<file path="config.mk">
export PLATFORM = sky130hd
export DESIGN_NAME = fetch_queue
export DESIGN_NICKNAME = d
export VERILOG_FILES = /design/src/rtl/fetch_queue.sv
export SDC_FILE = /design/constraint.sdc
export NUM_CORES = 1
export LEC_CHECK = 0
export CAP_MARGIN = 0
export CELL_PAD_IN_SITES_DETAIL_PLACEMENT = 0
export CELL_PAD_IN_SITES_GLOBAL_PLACEMENT = 1
export CORE_MARGIN = 2
export CORE_UTILIZATION = 40
export DETAILED_ROUTE_END_ITERATION = 8
export PLACE_DENSITY_LB_ADDON = 0.1
export SYNTH_ARGS = -nofsm -noshare
export SYNTH_HDL_FRONTEND = slang
export SYNTH_SLANG_ARGS = --single-unit
</file>
<file path="constraint.sdc">
create_clock -name clk -period 3.8 [get_ports clk]
set_input_delay 0.38 -clock clk [delete_from_list [all_inputs] [get_ports clk]]
set_output_delay 0.38 -clock clk [all_outputs]
set_load 0.05 [all_outputs]
</file>
<file path="src/rtl/fetch_queue.sv">
// RV32I instruction fetch stage: issues word reads against a credit budget and
// buffers returned words with their PCs for decode. Redirects flush the queue and drop stale responses.
module fetch_queue #(
    parameter logic [31:0] RESET_PC = 32'h0000_0000,
    parameter int          DEPTH    = 4
) (
    input  logic        clk,
    input  logic        rst_n,
    output logic        imem_req_valid,
    input  logic        imem_req_ready,
    output logic [31:0] imem_req_addr,
    input  logic        imem_rsp_valid,
    input  logic [31:0] imem_rsp_data,
    input  logic        redirect,
    input  logic [31:0] redirect_pc,
    output logic        ins_valid,
    input  logic        ins_ready,
    output logic [31:0] ins,
    output logic [31:0] ins_pc
);

    localparam int AW = (DEPTH > 1) ? $clog2(DEPTH) : 1;
    localparam int CW = $clog2(DEPTH + 1);
    typedef logic [CW-1:0] cnt_t;
    typedef logic [AW-1:0] ptr_t;

    logic [31:0] fetch_pc_q, fetch_pc_d;
    logic [31:0] rsp_pc_q, rsp_pc_d;
    ptr_t        rd_ptr_q, rd_ptr_d;
    ptr_t        wr_ptr_q, wr_ptr_d;
    cnt_t        count_q, count_d;
    cnt_t        inflight_q, inflight_d;
    cnt_t        drop_q, drop_d;
    logic [31:0] mem_pc_q   [DEPTH];
    logic [31:0] mem_pc_d   [DEPTH];
    logic [31:0] mem_word_q [DEPTH];
    logic [31:0] mem_word_d [DEPTH];

    logic [CW:0] used_s;
    logic        accept_s;
    logic        pop_s;
    logic        push_s;
    logic [31:0] target_s;

    // Outstanding requests plus buffered words may never exceed the FIFO size.
    assign used_s         = {1'b0, inflight_q} + {1'b0, count_q};
    assign imem_req_valid = rst_n && !redirect && (used_s < (CW+1)'(DEPTH));
    assign imem_req_addr  = fetch_pc_q;
    assign accept_s       = imem_req_valid && imem_req_ready;
    assign ins_valid      = (count_q != cnt_t'(0));
    assign ins            = mem_word_q[rd_ptr_q];
    assign ins_pc         = mem_pc_q[rd_ptr_q];
    assign pop_s          = ins_valid && ins_ready;
    assign push_s         = imem_rsp_valid && (drop_q == cnt_t'(0));
    assign target_s       = redirect_pc & 32'hFFFF_FFFC;

    // Next-state: redirect overrides every other update in its cycle.
    always_comb begin
        fetch_pc_d = fetch_pc_q;
        rsp_pc_d   = rsp_pc_q;
        rd_ptr_d   = rd_ptr_q;
        wr_ptr_d   = wr_ptr_q;
        count_d    = count_q;
        inflight_d = inflight_q;
        drop_d     = drop_q;
        mem_pc_d   = mem_pc_q;
        mem_word_d = mem_word_q;
        if (redirect) begin
            fetch_pc_d = target_s;
            rsp_pc_d   = target_s;
            rd_ptr_d   = ptr_t'(0);
            wr_ptr_d   = ptr_t'(0);
            count_d    = cnt_t'(0);
            // Every request still outstanding after this cycle is stale.
            inflight_d = inflight_q - cnt_t'(imem_rsp_valid);
            drop_d     = inflight_q - cnt_t'(imem_rsp_valid);
        end else begin
            if (accept_s) begin
                fetch_pc_d = fetch_pc_q + 32'd4;
            end else begin
                fetch_pc_d = fetch_pc_q;
            end
            inflight_d = inflight_q + cnt_t'(accept_s) - cnt_t'(imem_rsp_valid);
            if (imem_rsp_valid && (drop_q != cnt_t'(0))) begin
                drop_d = drop_q - cnt_t'(1);
            end else begin
                drop_d = drop_q;
            end
            if (push_s) begin
                mem_pc_d[wr_ptr_q]   = rsp_pc_q;
                mem_word_d[wr_ptr_q] = imem_rsp_data;
                wr_ptr_d             = wr_ptr_q + ptr_t'(1);
                rsp_pc_d             = rsp_pc_q + 32'd4;
            end else begin
                wr_ptr_d = wr_ptr_q;
            end
            if (pop_s) begin
                rd_ptr_d = rd_ptr_q + ptr_t'(1);
            end else begin
                rd_ptr_d = rd_ptr_q;
            end
            count_d = count_q + cnt_t'(push_s) - cnt_t'(pop_s);
        end
    end

    // State registers with asynchronous clear.
    always_ff @(posedge clk or negedge rst_n) begin
        if (!rst_n) begin
            fetch_pc_q <= RESET_PC;
            rsp_pc_q   <= RESET_PC;
            rd_ptr_q   <= ptr_t'(0);
            wr_ptr_q   <= ptr_t'(0);
            count_q    <= cnt_t'(0);
            inflight_q <= cnt_t'(0);
            drop_q     <= cnt_t'(0);
            for (int i = 0; i < DEPTH; i++) begin
                mem_pc_q[i]   <= 32'h0000_0000;
                mem_word_q[i] <= 32'h0000_0000;
            end
        end else begin
            fetch_pc_q <= fetch_pc_d;
            rsp_pc_q   <= rsp_pc_d;
            rd_ptr_q   <= rd_ptr_d;
            wr_ptr_q   <= wr_ptr_d;
            count_q    <= count_d;
            inflight_q <= inflight_d;
            drop_q     <= drop_d;
            mem_pc_q   <= mem_pc_d;
            mem_word_q <= mem_word_d;
        end
    end

endmodule

</file>
==> flow_summary.toml <==
[outcome]
status = "finished with violations"
failed_checks = "negative hold slack"

[placed_design]
post-place-cells = 1638
place_area_mm2 = 0.0170
place_ws_ns = 0.745
gp_congestion = 0.761
hpwl_um = 22500
portBuffers = 161

[floorplan]
dieArea_mm2 = 0.0386
fp.coreArea_mm2 = 0.0365
die_x_um = 196
start_util_pct = 40.6
rows = 70
io_pins = 168
die_y_um = 196

[global_route]
grt-ovfl-total = 0
antenna_found_initial = 0
grt-busiest-layer = "met2"
grt_max_degree = 129
grt_util_met3_pct = 2.70
grt_usage_pct = 18.8
use_met2_pct = 30.5
grt_pass1_vias = 9906
grt_pass1_wl_um = 56500
met1_usage_pct = 26.8

[sta]
slew_headroom_pct = 28.0
fmax_mhz = 308
min_period_over_period_pct = 85.5
min_period_ns = 3.25
rsz0062_at_grt = "false"
finClkSkew_ns = 0.0116
maxSlewViolCount = 0
tightest_slew_ns = 1.08
whs_ns = -0.0201
setup_viol = 0
fin_ws_ns = 0.551
final.setup.tns_ns = 0
final_hold_viol_count = 11

[drt]
wl_per_cell_um = 20.6
vias = 9150
drt_first_pass_iters = 4
drc_errors = 0
drt_first_iter_violations = 404
postRouteAntennaNets = 0
wl_um = 35100
viasPerCell = 5.38

[yosys]
postSynthAreaPerCell_um2 = 14.1
synth_mux_area_share_pct = 29.6
synth_top_cell_by_area = "dfrtp_1"
synth_seq_cells = 321
netlist_top_cells_area = "dfrtp_1 (54%), mux2_2 (20%), mux4_2 (9.4%)"
synth_edf_count = 0
yosysWarnings = 0
netlist_area_mm2 = 0.0148
synth.distinct_cells = 50
synth_compound_area_share_pct = 2.64
yosys.area_share.simple_pct = 6.49
ys_seq_area_share_pct = 54.2
syn_inst = 1052
synthXorXnorAreaFrac_pct = 3.07
synth_top_area_share_pct = 54.2
ys.flop_type = "dfrtp_1"
synth_top_family_by_area = "multiplexers"
synthArstFlopShare_pct = 100
synthTopCellsByCount = "dfrtp_1 (321), mux2_2 (263), mux4_2 (62), clkbuf_1 (48), nand2_1 (47)"
synth_fa_ha_area_share_pct = 1.62
synth_most_common_cell = "dfrtp_1"

[clocking]
cts_hold_buf = 0
path_clk_slew_ns = 0.05
htreeDepth = 2
cts_resized = 0
cts-root-buf = "clkbuf_16"
cts_setup_buffers = 0
cts_tree = "done"
clockBufferDepth = 3
clk_latency_ns = 0.52
cts_sinks = 321
cts_made_buffers = 37

[worst_hold_path]
hold_path.class = "primary input to asynchronous set/reset pin"

[setup_path]
crit_type = "register to output port"
worstPathArrival_ns = 2.87
path_max_fanout = 35
crit_path_end_kind = "output port"
crit_required_ns = 3.42
start_kind = "register"

[job]
cap_violations = 0

[cells_and_area]
diodes = 0
final_nets = 1297
drive_gt1_share_pct = 33.4
final_area_mm2 = 0.0183
area_delta_synth_final_pct = 23.2
fillCellCount = 3199
final_util_pct = 50.0
fin_cells = 1702

[pwr]
power_density_mw_per_mm2 = 737
p_leak_nw = 8.13
ir_worst_vdd_v = 0.000447
power.total_mw = 13.5
final timing paths:
kind	start	endpoint	depth (start not counted)	slack, ns
hold / removal	rst_n	mem_word_q[104]	2	-0.02
setup / recovery	rd_ptr_q[0]	ins_pc[21]	3	0.55
min in group clk	mem_pc_q[42]	mem_pc_q[42]	2	0.48
setup reg to reg	count_q[1]	inflight_q[2]	11	0.84
hold reg to reg	mem_pc_q[42]	mem_pc_q[42]	2	0.48
max in group asynchronous	rst_n	mem_word_q[79]	3	2.39
report_power, final:
group          switching, mW  total [mW]  internal, mW  leakage (nW)
logic                   3.01        5.28          2.27          3.36
clock network           1.38        3.56          2.17         0.587
registers              0.488        4.62          4.13          4.18
registers in the layout, summed over array words and instances (netlist names):
name,cells
imem_req_addr,30
inflight_q,3
drop_q,3
mem_word_q,128
rsp_pc_q,30
rd_ptr_q,2
wr_ptr_q,2
mem_pc_q,120
count_q,3
per-layer routing:
| layer | vias to the layer above | wire length (um) | share of wire [%] |
|---|---|---|---|
| li1 | 4174 | - | - |
| met1 | 4756 | 16600 | 47 |
| met2 | 175 | 16700 | 47 |
| met3 | 45 | 1190 | 3.4 |
| met4 | 0 | 650 | 1.9 |
| met5 | - | 0 | 0 |
critical path, cell delays in order, from the launching register on:
cell and delay (ns):
dfrtp_4 0.65, buf_12 0.36, mux4_2 0.54, clkdlybuf4s50_1 0.79
area by class of cell:
class	instances	area, um2	share of cell area [%]
inverters	19	71.3	0.391
clock buffers	61	1140	6.24
clock inverters	3	68.8	0.377
flip-flops and latches	321	8040	44.0
well taps	468	586	3.21
repair buffers	182	1870	10.2
multi-input cells	648	6480	35.5
placed cells by master, fill, tap and decap left out, drive strengths merged, types with 22 or more instances in the layout:
cell	Yosys	layout
nor2	28	28
nand3	31	31
clkbuf	49	61
nand2	47	47
nand4	22	22
xor2	29	29
mux4	62	62
buf	18	24
clkdlybuf4s50	0	158
xnor2	23	23
dfrtp	321	321
mux2	263	263
logic make-up (layout without fill, tap and decap cells):
| kind of cell | Yosys count | after routing |
|---|---|---|
| buffers and inverters | 86 | 265 |
| other | 1 | 4 |
| AND/OR/NAND/NOR | 185 | 185 |
| flip-flops | 321 | 321 |
| multiplexers | 328 | 328 |
| AO/OA/AOI/OAI | 61 | 61 |
| XOR/XNOR | 52 | 52 |
| adder cells (fa/ha/maj) | 18 | 18 |
Note: power is estimated with default switching activity, not from simulation.
